**src/rtl/arrow_judge.sv**
```systemverilog
`timescale 1ns/1ps
`default_nettype none
// ============================================================================
//  Module      : arrow_judge
//  Description : Player-input judge for the dance game. Synchronizes and
//                debounces the four arrow buttons, collects the presses made
//                between metronome beats and judges each beat's presses
//                against the requested arrow. Produces the running score,
//                the combo count and one-cycle hit/miss pulses.
//
//  Ports       : clk            system clock (single domain)
//                rst_n          asynchronous active-low reset
//                metronome_clk  beat clock, asynchronous to clk
//                state          game state (STATE_GAME / STATE_PAUSE / other)
//                cur_arrow3     arrow code to hit, sampled on the beat cycle
//                btn[3:0]       raw buttons {up,down,left,right}, active-high
//                score          running score, saturates at SCORE_MAX
//                comboCount     consecutive hits, saturates at SCORE_MAX
//                hit / miss     one-cycle judgement pulses
//
//  Options     : `define ARROW_JUDGE_COMBO_BONUS_EN -> a hit adds 2 to the
//                score while comboCount (before increment) is >= 10.
//
//  Parameters  : STATE_BITS, NUM_ARROWS_BITS, STATE_GAME and STATE_PAUSE
//                default to the ddr_definitions.v values.
//
//  Revision    : 1.0 - initial release
// ============================================================================
module arrow_judge #(
  parameter int                   STATE_BITS      = 2,
  parameter int                   NUM_ARROWS_BITS = 4,
  parameter logic [STATE_BITS:0]  STATE_GAME      = (STATE_BITS+1)'(1),
  parameter logic [STATE_BITS:0]  STATE_PAUSE     = (STATE_BITS+1)'(2),
  parameter int                   DEBOUNCE_CYCLES = 250000,
  parameter int                   SCORE_MAX       = 9999
) (
  input  logic                       clk,
  input  logic                       rst_n,
  input  logic                       metronome_clk,
  input  logic [STATE_BITS:0]        state,
  input  logic [NUM_ARROWS_BITS:0]   cur_arrow3,
  input  logic [3:0]                 btn,
  output logic [13:0]                score,
  output logic [13:0]                comboCount,
  output logic                       hit,
  output logic                       miss
);

  localparam int CNT_W = $clog2(DEBOUNCE_CYCLES + 1);

  localparam logic [1:0] S_IDLE   = 2'd0;
  localparam logic [1:0] S_ARM    = 2'd1;
  localparam logic [1:0] S_WINDOW = 2'd2;
  localparam logic [1:0] S_JUDGE  = 2'd3;

  // --------------------------------------------------------------------------
  // Input synchronizers, beat detect, press-edge detect
  // --------------------------------------------------------------------------
  logic [3:0]          btn_meta_q, btn_sync_q, deb_prev_q;
  logic [2:0]          metro_q;
  logic [STATE_BITS:0] prev_state_q;
  logic [3:0]          w_deb_level;
  logic [3:0]          w_press;
  logic                w_beat;

  always_ff @(posedge clk or negedge rst_n) begin
    if (!rst_n) begin
      btn_meta_q   <= '0;
      btn_sync_q   <= '0;
      deb_prev_q   <= '0;
      metro_q      <= '0;
      prev_state_q <= '0;
    end else begin
      btn_meta_q   <= btn;
      btn_sync_q   <= btn_meta_q;
      deb_prev_q   <= w_deb_level;
      // Newest sample enters at bit 2; bits 1/0 are the older samples.
      metro_q      <= {metronome_clk, metro_q[2:1]};
      prev_state_q <= state;
    end
  end

  // Rising edge seen between the two oldest samples of the metronome.
  assign w_beat  = ~metro_q[0] & metro_q[1];
  assign w_press = w_deb_level & ~deb_prev_q;

  for (genvar gi = 0; gi < 4; gi++) begin : g_debounce
    logic [CNT_W-1:0] cnt_q;
    logic             level_q;

    // The counter only runs while the synchronized input disagrees with the
    // accepted level; any return to the old level restarts it.
    always_ff @(posedge clk or negedge rst_n) begin
      if (!rst_n) begin
        cnt_q   <= '0;
        level_q <= 1'b0;
      end else if (btn_sync_q[gi] == level_q) begin
        cnt_q   <= '0;
      end else if (cnt_q == CNT_W'(DEBOUNCE_CYCLES - 1)) begin
        cnt_q   <= '0;
        level_q <= btn_sync_q[gi];
      end else begin
        cnt_q   <= cnt_q + CNT_W'(1);
      end
    end

    assign w_deb_level[gi] = level_q;
  end

  // --------------------------------------------------------------------------
  // Arrow code -> required button mask {up,down,left,right}
  // --------------------------------------------------------------------------
  function automatic logic [3:0] arrow_mask(input logic [NUM_ARROWS_BITS:0] code);
    logic [3:0] m;
    case (int'(code))
      10:      m = 4'b1000;
      11:      m = 4'b0100;
      12:      m = 4'b0010;
      13:      m = 4'b0001;
      14:      m = 4'b1100;
      15:      m = 4'b1010;
      16:      m = 4'b1001;
      17:      m = 4'b0110;
      18:      m = 4'b0101;
      19:      m = 4'b0011;
      default: m = 4'b0000;
    endcase
    return m;
  endfunction

  // --------------------------------------------------------------------------
  // Judge FSM and score keeping
  // --------------------------------------------------------------------------
  logic [1:0]  fsm_q, fsm_d;
  logic [3:0]  target_q, target_d;
  logic [3:0]  press_mask_q, press_mask_d;
  logic [13:0] score_q, score_d;
  logic [13:0] combo_q, combo_d;
  logic        hit_q, hit_d;
  logic        miss_q, miss_d;

  logic [1:0]  w_inc;
  logic [14:0] w_score_sum, w_combo_sum;
  logic [13:0] w_score_sat, w_combo_sat;

`ifdef ARROW_JUDGE_COMBO_BONUS_EN
  assign w_inc = (combo_q >= 14'd10) ? 2'd2 : 2'd1;
`else
  assign w_inc = 2'd1;
`endif

  assign w_score_sum = {1'b0, score_q} + {13'd0, w_inc};
  assign w_combo_sum = {1'b0, combo_q} + 15'd1;
  assign w_score_sat = (w_score_sum > 15'(SCORE_MAX)) ? 14'(SCORE_MAX) : w_score_sum[13:0];
  assign w_combo_sat = (w_combo_sum > 15'(SCORE_MAX)) ? 14'(SCORE_MAX) : w_combo_sum[13:0];

  // The judgement is resolved on the beat cycle so the registered pulse and
  // the updated score appear together one clk later, during S_JUDGE. A press
  // landing on the beat cycle seeds the next window's mask.
  always_comb begin
    fsm_d        = fsm_q;
    target_d     = target_q;
    press_mask_d = press_mask_q;
    score_d      = score_q;
    combo_d      = combo_q;
    hit_d        = 1'b0;
    miss_d       = 1'b0;

    if (state != STATE_GAME) begin
      fsm_d        = S_IDLE;
      press_mask_d = '0;
    end else begin
      case (fsm_q)
        S_IDLE: begin
          fsm_d        = S_ARM;
          press_mask_d = '0;
          // Resuming from pause keeps the running totals; a fresh game resets.
          if (prev_state_q != STATE_PAUSE) begin
            score_d = '0;
            combo_d = '0;
          end
        end
        S_ARM: begin
          press_mask_d = '0;
          if (w_beat) begin
            target_d = arrow_mask(cur_arrow3);
            fsm_d    = S_WINDOW;
          end
        end
        S_WINDOW: begin
          if (w_beat) begin
            if (press_mask_q == target_q) begin
              hit_d   = 1'b1;
              score_d = w_score_sat;
              combo_d = w_combo_sat;
            end else begin
              miss_d  = 1'b1;
              combo_d = '0;
            end
            target_d     = arrow_mask(cur_arrow3);
            press_mask_d = w_press;
            fsm_d        = S_JUDGE;
          end else begin
            press_mask_d = press_mask_q | w_press;
          end
        end
        default: begin  // S_JUDGE: pulse cycle, new window already collecting
          press_mask_d = press_mask_q | w_press;
          fsm_d        = S_WINDOW;
        end
      endcase
    end
  end

  always_ff @(posedge clk or negedge rst_n) begin
    if (!rst_n) begin
      fsm_q        <= S_IDLE;
      target_q     <= '0;
      press_mask_q <= '0;
      score_q      <= '0;
      combo_q      <= '0;
      hit_q        <= 1'b0;
      miss_q       <= 1'b0;
    end else begin
      fsm_q        <= fsm_d;
      target_q     <= target_d;
      press_mask_q <= press_mask_d;
      score_q      <= score_d;
      combo_q      <= combo_d;
      hit_q        <= hit_d;
      miss_q       <= miss_d;
    end
  end

  assign score      = score_q;
  assign comboCount = combo_q;
  assign hit        = hit_q;
  assign miss       = miss_q;

endmodule
`default_nettype wire
```
**config.mk**
```make
export PLATFORM = sky130hd
export DESIGN_NAME = arrow_judge
export DESIGN_NICKNAME = d
export VERILOG_FILES = /design/src/rtl/arrow_judge.sv
export SDC_FILE = /design/constraint.sdc
export NUM_CORES = 1
export LEC_CHECK = 0
export ABC_CLOCK_PERIOD_IN_PS = 3900
export CORE_UTILIZATION = 50
export DETAILED_ROUTE_END_ITERATION = 8
export MAX_ROUTING_LAYER = met4
export PLACE_DENSITY_LB_ADDON = 0.05
export SETUP_SLACK_MARGIN = 0.02
export SLEW_MARGIN = 20
export SYNTH_ARGS = -nofsm -noshare
export SYNTH_HDL_FRONTEND = slang
export SYNTH_SLANG_ARGS = --single-unit
```
**constraint.sdc**
```tcl
create_clock -name clk -period 3.9 [get_ports clk]
set_input_delay 1.17 -clock clk [delete_from_list [all_inputs] [get_ports clk]]
set_output_delay 1.17 -clock clk [all_outputs]
set_load 0.02 [all_outputs]
```
==> results of run 1 <==
## final cells by class
class,count,area [um^2],share of cell area
well taps,180,225.2,0.02733
clock buffers,21,460.4,0.05587
inverters,17,63.81,0.007743
repair buffers,50,499.2,0.06057
clock inverters,11,150.1,0.01822
multi-input cells,558,3490,0.4234
flip-flops and latches,134,3353,0.4069
## power by group
| part | internal (W) | switching, W |
|---|---|---|
| logic | 0.0000453 | 0.0000815 |
| clock network | 0.00104 | 0.000589 |
| registers | 0.00141 | 0.0000173 |
| total | 0.00250 | 0.000688 |
## worst max-delay path by stage
stage,to,slack (ns)
floorplan,comboCount[5],1.01
global placement,comboCount[6],0.38
detailed placement,comboCount[6],0.22
CTS,comboCount[6],0.66
global route,comboCount[6],0.50
finish,comboCount[6],0.66
## state kept, by name (all words and copies together) (netlist names)
name / count
g_debounce.cnt_q: 72
comboCount: 14
score: 14
btn_meta_q: 4
btn_sync_q: 4
deb_prev_q: 4
g_debounce.level_q: 4
press_mask_q: 4
target_q: 4
metro_q: 3
prev_state_q: 3
fsm_q: 2
hit: 1
miss: 1
## worst register-to-register path: stages (launching register included)
cell	delay (ns)
dfrtp_1	0.55
ha_1	0.41
nand4_1	0.18
o31a_1	0.38
nor4_4	0.37
o2111ai_1	0.58
a221oi_1	0.47
a21o_1	0.12
## placed cells by master, fill, tap and decap left out, types with 10 or more instances in the layout
master and instances:
a21oi_1 29, xnor2_1 39, and3_1 10, ha_1 18, nor2b_1 13, nor2_1 118
clkbuf_16 17, a21o_1 11, nand4_1 20, nand3_1 52, xor2_1 38, nand2_1 43
nor3_1 17, inv_1 17, o21ai_0 36, clkdlybuf4s50_1 43, nor4_1 14, dfrtp_1 134
## per-layer routing
metal / vias to the layer above / wire (um) / global-route usage
met5: - / 0 / -
li1: 2684 / - / -
met1: 2733 / 6814 / 0.2910
met3: 22 / 643 / 0.04811
met2: 140 / 6981 / 0.3475
met4: 0 / 216 / 0.08333
## stage by stage
step / power [W] / cell area [um^2]
after floorplan: 0.001516 / 7059
after global placement: 0.001579 / 7631
after detailed placement: 0.001585 / 7631
after CTS: 0.003228 / 8242
after global routing: 0.003309 / 8242
final: 0.003187 / 8242
## kinds of logic after synthesis
| logic type | count (synthesis) | share of synthesized area |
|---|---|---|
| compound gates | 122 | 0.1147 |
| xor+xnor | 77 | 0.09553 |
| fa+ha+maj | 18 | 0.03190 |
| buf+inv | 52 | 0.03066 |
| flops | 134 | 0.4750 |
| mux | 5 | 0.007975 |
| simple gates | 336 | 0.2442 |
==> results.sh, run 1 <==
export IMPL_status="complete, no violations"
export IMPL_viasPerCell=5.746
export IMPL_cts_buffers=17
export IMPL_cpPeakStageDelay_ns=0.53
export IMPL_worstPathArrival_ns=3.59
export IMPL_holdPathEnd="metro_q[1]"
export IMPL_diodes=0
export IMPL_min_path_type="flip-flop to flip-flop"
export IMPL_crit_fanout=11
export IMPL_dp_cells=939
export IMPL_yosys_warnings=0
export IMPL_fin_crit_ns=3.240
export IMPL_finalWorstSetupSlack_ns=0.6602
export IMPL_synth_common_cells="134 x dfrtp_1, 118 x nor2_1, 52 x nand3_1"
export IMPL_crit_slowest_cell="or3b_2"
export IMPL_worst_path_stages=6
export IMPL_htree_levels=4
export IMPL_path_cells="clkdlybuf4s50_1 > or3b_2 > a2111oi_4 > nand3_1 > nor4_1 > a211o_1"
export IMPL_ios=45
export IMPL_layout_worst_path_cycle_share=0.8307
export IMPL_grt_start_max_net_pins=57
export IMPL_final_cells=971
export IMPL_max_freq_ghz=0.3087
export IMPL_synth_seq_cells=134
export IMPL_io_buffers=44
export IMPL_setup_violations_final=0
export IMPL_drive_gt1_frac=0.07585
export IMPL_fin_nets=811
export IMPL_wl_per_cell_um=15.09
export IMPL_crit_type="input pin to flip-flop"
export IMPL_cp_startpoint="state[0]"
export IMPL_ant_nets=0
export IMPL_die_x_um=120.8
export IMPL_ys_seq_area_frac=0.4750
export IMPL_hold_slack_ns=0.3476
export IMPL_cts_setup_buffers=0
export IMPL_r2r_slack_ns=0.78
export IMPL_hpwlAfterDp_um=10100
export IMPL_drc=0
export IMPL_dr_pass1_iters=5
export IMPL_place_ws_ns=0.2194
export IMPL_netlist_area_leader_share=0.4750
export IMPL_antenna_found_initial=0
export IMPL_pwr_density_cell_nw_per_um2=386.7
export IMPL_wl_um=14660
export IMPL_clock_latency_ns=0.41
export IMPL_synth_edf_count=0
export IMPL_dieArea_um2=14600
export IMPL_maxCapViolations=0
export IMPL_r2r_end="comboCount[4]"
export IMPL_min_from="metro_q[2]"
export IMPL_synthToLayoutAreaGrowth_pct=16.75
export IMPL_grt_pass1_vias=5373
export IMPL_cts_sinks=134
export IMPL_p_leak_nw=3.535
export IMPL_synth_area_leader_cell="dfrtp_1"
export IMPL_finClkSkew_ns=0.007520
export IMPL_r2r_start="comboCount[1]"
export IMPL_synthCells=744
export IMPL_cts_tree="yes"
export IMPL_initial_core_util=0.5105
export IMPL_hold_viol_final=0
export IMPL_ctsResizeCount=0
export IMPL_endpoint_kind="flip-flop"
export IMPL_n_fill_cell=1197
export IMPL_hold_depth=0
export IMPL_synthArstFlopShare=1.000
export IMPL_ir_drop_v=0.0003297
export IMPL_tns_ns=0
export IMPL_coreArea_um2=13830
export IMPL_first_iter_violations=475
export IMPL_post_route_util=0.5961
export IMPL_maxSlewHeadroom=0.2804
export IMPL_path_buf_inv=1
export IMPL_worst_pin_slew_ns=1.078
export IMPL_synthTopCellsByArea="dfrtp_1 48%, nor2_1 6.3%, xnor2_1 4.8%"
export IMPL_worst_setup_path_start_kind="input pin"
export IMPL_clockRootBuffer="clkbuf_16"
export IMPL_gp_congestion=0.8855
export IMPL_synth_nets=777
export IMPL_grt_usage=0.2248
export IMPL_cts_path_max_buffers=2
export IMPL_synth_distinct_cells=63
export IMPL_crit_required_ns=4.25
export IMPL_syn_cell_area_um2=7059
export IMPL_die_y_um=120.8
export IMPL_gr_total_overflow=0
export IMPL_syn_avg_cell_area_um2=9.488
export IMPL_via_count=5579
export IMPL_path_clk_slew_ns=0.06
export IMPL_synth_most_common_cell="dfrtp_1"
export IMPL_rows=43
export IMPL_rsz0062_at_grt="no"
export IMPL_grt_pass1_wl_um=25300
export IMPL_report_final_slew_viol_count=0
export IMPL_rr_worst_depth=7
export IMPL_cts_hold_buffers=0
export IMPL_ys_flop_type="dfrtp_1"
export IMPL_cp_top_family="simple AND/OR/NAND/NOR gates"
Note: power is estimated with default switching activity, not from simulation.
==> run 2: changes to the inputs <==
--- a/config.mk
+++ b/config.mk
@@ -5,7 +5,7 @@
 export SDC_FILE = /design/constraint.sdc
 export NUM_CORES = 1
 export LEC_CHECK = 0
-export ABC_CLOCK_PERIOD_IN_PS = 3900
+export ABC_CLOCK_PERIOD_IN_PS = 3390
 export CORE_UTILIZATION = 50
 export DETAILED_ROUTE_END_ITERATION = 8
 export MAX_ROUTING_LAYER = met4
==> constraint.sdc (replaced) <==
create_clock -name clk -period 3.39 [get_ports clk]
set_input_delay 1.017 -clock clk [delete_from_list [all_inputs] [get_ports clk]]
set_output_delay 1.017 -clock clk [all_outputs]
set_load 0.02 [all_outputs]
==> run 2 against run 1 <==
Sequential share of layout area is essentially flat; sequential cell count is the same; core utilization grew 0.063 points; via count shrank 0.93%; wire length grew 1.5%; first-iteration DRC count shrank 11%; clock power grew 6%; sequential power grew 15%; register-to-register slack lost 0.31 ns; clock skew grew 0.0055 ns; critical endpoint is now score[11].
==> results.sh, run 2 (same netlist as run 1, synthesis figures left out) <==
export IMPL_report_final_slew_viol_count=0
export IMPL_drc=0
export IMPL_worst_pin_slew_ns=0.6792
export IMPL_wl_um=14870
export IMPL_rows=43
export IMPL_pwr_density_cell_nw_per_um2=426.9
export IMPL_via_count=5527
export IMPL_tns_ns=0
export IMPL_place_ws_ns=0.1530
export IMPL_clock_latency_ns=0.42
export IMPL_met3_usage=0.04906
export IMPL_finClkSkew_ns=0.01297
export IMPL_multi_input_area_um2=3490
export IMPL_cts_setup_buffers=0
export IMPL_regMostFlops="g_debounce.cnt_q"
export IMPL_htree_levels=4
export IMPL_hold_slack_ns=0.3438
export IMPL_setup_violations_final=0
export IMPL_grt_usage=0.2276
export IMPL_grt_start_max_net_pins=70
export IMPL_worst_setup_path_start_kind="flip-flop"
export IMPL_clkPwrFrac=0.490
export IMPL_crit_type="flip-flop to flip-flop"
export IMPL_fin_crit_ns=2.925
export IMPL_coreArea_um2=13830
export IMPL_crit_required_ns=3.75
export IMPL_wl_per_cell_um=15.21
export IMPL_endpoint_kind="flip-flop"
export IMPL_power_internal_w=0.002727
export IMPL_ctsResizeCount=0
export IMPL_cts_tree="yes"
export IMPL_fin_nets=819
export IMPL_final_common_cell="dfrtp_1"
export IMPL_power_switching_w=0.0007951
export IMPL_cts_buffers=17
export IMPL_gp_congestion=0.8698
export IMPL_path_clk_slew_ns=0.06
export IMPL_maxCapViolations=0
export IMPL_synthToLayoutAreaGrowth_pct=16.87
export IMPL_final_cell_mix="134 x dfrtp_1, 118 x nor2_1, 52 x nand3_1"
export IMPL_crit_fanout=13
export IMPL_clockRootBuffer="clkbuf_16"
export IMPL_first_iter_violations=421
export IMPL_combPwrFrac=0.043
export IMPL_hold_viol_final=0
export IMPL_cts_hold_buffers=0
export IMPL_gr_usage_met2=0.3536
export IMPL_power_switching_share=0.2258
export IMPL_ant_nets=0
export IMPL_die_x_um=120.8
export IMPL_met1_usage=0.2983
export IMPL_final_cells=978
export IMPL_antenna_found_initial=0
export IMPL_p_leak_nw=3.540
export IMPL_die_y_um=120.8
export IMPL_ir_drop_v=0.0003213
export IMPL_seqCellArea_um2=3353
export IMPL_dieArea_um2=14600
export IMPL_layout_worst_path_cycle_share=0.8628
export IMPL_maxSlewHeadroom=0.5472
export IMPL_dr_pass1_iters=4
export IMPL_cts_sinks=134
export IMPL_p_seq_frac=0.467
export IMPL_grt_busiest_layer="met2"
export IMPL_viasPerCell=5.651
export IMPL_rsz0062_at_grt="no"
export IMPL_n_fill_cell=1141
export IMPL_diodes=0
export IMPL_drive_gt1_frac=0.08396
export IMPL_dp_cells=947
export IMPL_cts_path_max_buffers=2
export IMPL_grt_pass1_vias=5301
export IMPL_worstPathArrival_ns=3.28
export IMPL_finalWorstSetupSlack_ns=0.4650
export IMPL_initial_core_util=0.5105
export IMPL_max_freq_ghz=0.3419
export IMPL_largest_register_ffs=72
export IMPL_grt_pass1_wl_um=25590
export IMPL_min_path_type="flip-flop to flip-flop"
export IMPL_hpwlAfterDp_um=10210
export IMPL_io_buffers=44
export IMPL_status="complete, no violations"
export IMPL_gr_total_overflow=0
export IMPL_ios=45
run 2: cell types whose count changed in the layout (fill, tap and decap cells not counted):
cell,previous run,this run
buf_4,5,13
bufinv_16,3,1
clkinv_2,2,1
clkinv_4,4,1
clkinvlp_4,2,5
inv_6,0,2
run 2: worst max-delay path, stage by stage, from the launching register on:
cell and delay, ns:
dfrtp_1 0.56, nand4_1 0.27, nor3_1 0.39, mux2_2 0.39
o22ai_1 0.17, nand4b_1 0.49, a221oi_1 0.47, a21o_1 0.13
run 2: final timing paths:
path	endpoint	cells past startpoint	slack, ns	startpoint
max reg2reg	score[11]	7	0.47	score[2]
min reg2reg	btn_sync_q[0]	0	0.34	btn_meta_q[0]
min in group asynchronous	comboCount[11]	1	0.52	rst_n
max	score[11]	7	0.47	score[2]
max in group asynchronous	score[0]	2	2.17	rst_n
min	btn_sync_q[0]	0	0.34	btn_meta_q[0]
run 2: stage by stage:
step                        util  cell area [um^2]  total power [W]
final                     0.5967              8250         0.003522
after global routing      0.5967              8250         0.003655
after CTS                 0.5967              8250         0.003571
after detailed placement  0.5562              7691         0.001827
after global placement    0.5562              7691         0.001821
after floorplan                -              7059         0.001744
run 2: layout make-up:
type	count	area share
Sequential cell	134	0.4064
Tap cell	180	0.02730
Inverter	17	0.007734
Clock buffer	21	0.05581
Multi-Input combinational cell	558	0.4230
Timing Repair Buffer	58	0.06779
Clock inverter	10	0.01198
run 2: routing by layer:
| layer | vias to the layer above | routed length, um |
|---|---|---|
| li1 | 2688 | - |
| met1 | 2707 | 7043 |
| met2 | 121 | 7127 |
| met3 | 11 | 537 |
| met4 | 0 | 163 |
| met5 | - | 0 |
run 2: power by group through the flow:
stage | combinational (W) | clock [W] | sequential [W]
2_1_floorplan | 0.0000728 | 0 | 0.00167
3_3_place_gp | 0.000149 | 0 | 0.00167
3_5_place_dp | 0.000154 | 0 | 0.00167
4_1_cts | 0.000155 | 0.00177 | 0.00165
5_1_grt | 0.000174 | 0.00183 | 0.00165
6_report | 0.000151 | 0.00173 | 0.00165
==> run 3: changes to the inputs <==
--- a/config.mk
+++ b/config.mk
@@ -6,7 +6,9 @@
 export NUM_CORES = 1
 export LEC_CHECK = 0
 export ABC_CLOCK_PERIOD_IN_PS = 3390
-export CORE_UTILIZATION = 50
+export CELL_PAD_IN_SITES_DETAIL_PLACEMENT = 2
+export CELL_PAD_IN_SITES_GLOBAL_PLACEMENT = 2
+export CORE_UTILIZATION = 38
 export DETAILED_ROUTE_END_ITERATION = 8
 export MAX_ROUTING_LAYER = met4
 export PLACE_DENSITY_LB_ADDON = 0.05
==> run 3 against run 2 <==
The flow now finishes with violations (design-rule violations); worst setup slack got worse by 0.038 ns; non-clock buffer count rose by 2; clock-buffer cell count fell by 2; clock power rose by 9%; clock skew fell by 0.0021 ns; global-route usage rose by 0.34 points; sequential power barely moved; final area rose by 1.2%.
==> results.sh, run 3 (same netlist as run 1, synthesis figures left out) <==
export IMPL_hpwlAfterDp_um=14070
export IMPL_die_y_um=138.3
export IMPL_final_cell_mix="134 x dfrtp_1, 118 x nor2_1, 52 x nand3_1"
export IMPL_diodes=0
export IMPL_cts_sinks=134
export IMPL_clockRootBuffer="clkbuf_16"
export IMPL_dr_pass1_iters=6
export IMPL_ios=45
export IMPL_crit_type="input pin to flip-flop"
export IMPL_largest_register_ffs=72
export IMPL_pwr_density_cell_nw_per_um2=442.3
export IMPL_final_common_cell="dfrtp_1"
export IMPL_ctsResizeCount=0
export IMPL_min_path_type="flip-flop to flip-flop"
export IMPL_synthToLayoutAreaGrowth_pct=18.33
export IMPL_drive_gt1_frac=0.08761
export IMPL_via_count=5802
export IMPL_cts_tree="yes"
export IMPL_rows=49
export IMPL_wl_met3_um=401
export IMPL_viasPerCell=5.644
export IMPL_cts_buffers=17
export IMPL_grt_pass1_vias=6497
export IMPL_wl_per_cell_um=19.65
export IMPL_n_fill_cell=1920
export IMPL_cts_path_max_buffers=2
export IMPL_finalWorstSetupSlack_ns=0.4272
export IMPL_fin_crit_ns=2.963
export IMPL_status="complete, but fails checks"
export IMPL_grt_usage=0.2309
export IMPL_worstPathArrival_ns=3.31
export IMPL_endpoint_kind="flip-flop"
export IMPL_path_clk_slew_ns=0.06
export IMPL_dieArea_um2=19130
export IMPL_ir_drop_v=0.0003550
export IMPL_gr_total_overflow=0
export IMPL_wl_met2_um=10560
export IMPL_wl_met1_um=9006
export IMPL_die_x_um=138.3
export IMPL_crit_fanout=11
export IMPL_htree_levels=4
export IMPL_first_iter_violations=224
export IMPL_max_freq_ghz=0.3375
export IMPL_setup_violations_final=0
export IMPL_clock_latency_ns=0.42
export IMPL_initial_core_util=0.3903
export IMPL_antenna_found_initial=0
export IMPL_fin_nets=821
export IMPL_design_area_um2=8353
export IMPL_drc=10
export IMPL_worst_setup_path_start_kind="input pin"
export IMPL_hold_viol_final=0
export IMPL_cts_setup_buffers=0
export IMPL_maxUsedRoutingLayer="met4"
export IMPL_regMostFlops="g_debounce.cnt_q"
export IMPL_io_buffers=44
export IMPL_post_dp_cell_area_um2=7755
export IMPL_coreArea_um2=18090
export IMPL_tns_ns=0
export IMPL_rsz0062_at_grt="no"
export IMPL_violations="design-rule violations"
export IMPL_finClkSkew_ns=0.01090
export IMPL_crit_required_ns=3.74
export IMPL_maxSlewHeadroom=0.4388
export IMPL_maxCapViolations=0
export IMPL_layout_worst_path_cycle_share=0.8740
export IMPL_report_final_slew_viol_count=0
export IMPL_ant_nets=0
export IMPL_cts_hold_buffers=0
export IMPL_wl_um=20200
export IMPL_gp_congestion=0.8181
export IMPL_grt_pass1_wl_um=34040
export IMPL_grt_start_max_net_pins=56
export IMPL_p_leak_nw=3.567
export IMPL_place_ws_ns=0.01921
export IMPL_worst_pin_slew_ns=0.8341
run 3: power by group:
| group | leakage, nW | total, W | switching (W) | internal [W] |
|---|---|---|---|---|
| registers | 1.83 | 0.00165 | 0.0000199 | 0.00163 |
| logic | 1.46 | 0.000164 | 0.000110 | 0.0000542 |
| clock network | 0.278 | 0.00188 | 0.000714 | 0.00117 |
| total | 3.57 | 0.00369 | 0.000844 | 0.00285 |
run 3: final timing paths:
| kind | cells after the start | slack, ns | end | start |
|---|---|---|---|---|
| setup / recovery | 8 | 0.43 | comboCount[6] | state[0] |
| hold / removal | 0 | 0.35 | btn_sync_q[3] | btn_meta_q[3] |
| setup reg to reg | 8 | 0.48 | comboCount[2] | comboCount[1] |
| hold reg to reg | 0 | 0.35 | btn_sync_q[3] | btn_meta_q[3] |
| max in group asynchronous | 2 | 1.96 | score[10] | rst_n |
| min in group asynchronous | 1 | 0.55 | comboCount[12] | rst_n |
run 3: stage by stage:
stage	utilization	instances	total power, W	hold slack, ns
5_1_grt	0.4618	1028	0.003829	0.3646
4_1_cts	0.4616	1028	0.003746	0.3514
2_1_floorplan	-	744	0.001744	0.3312
3_5_place_dp	0.4288	998	0.001842	0.3378
6_report	0.4618	1028	0.003695	0.3489
3_3_place_gp	0.4288	998	0.001827	0.3343
run 3: cell type report:
class	count	area, um^2	area share
multi-input combinational	558	3493	0.4182
sequential	134	3353	0.4014
timing repair buffer	60	561.8	0.06726
clock buffer	19	442.9	0.05303
tap	229	286.5	0.03430
clock inverter	11	151.4	0.01812
inverter	17	63.81	0.007639
run 3: routing by layer:
| metal | vias to the layer above | track usage |
|---|---|---|
| met4 | 0 | 0.06446 |
| met3 | 16 | 0.03221 |
| met2 | 77 | 0.4068 |
| met5 | - | - |
| li1 | 2701 | - |
| met1 | 3008 | 0.2757 |
run 3: worst max-delay path, cell delays in order:
cell and delay (ns):
clkdlybuf4s50_1 0.50, or3b_2 0.53, a2111oi_4 0.23, buf_4 0.18, nand3_1 0.07, buf_4 0.23
nor4_1 0.38, a211o_1 0.16
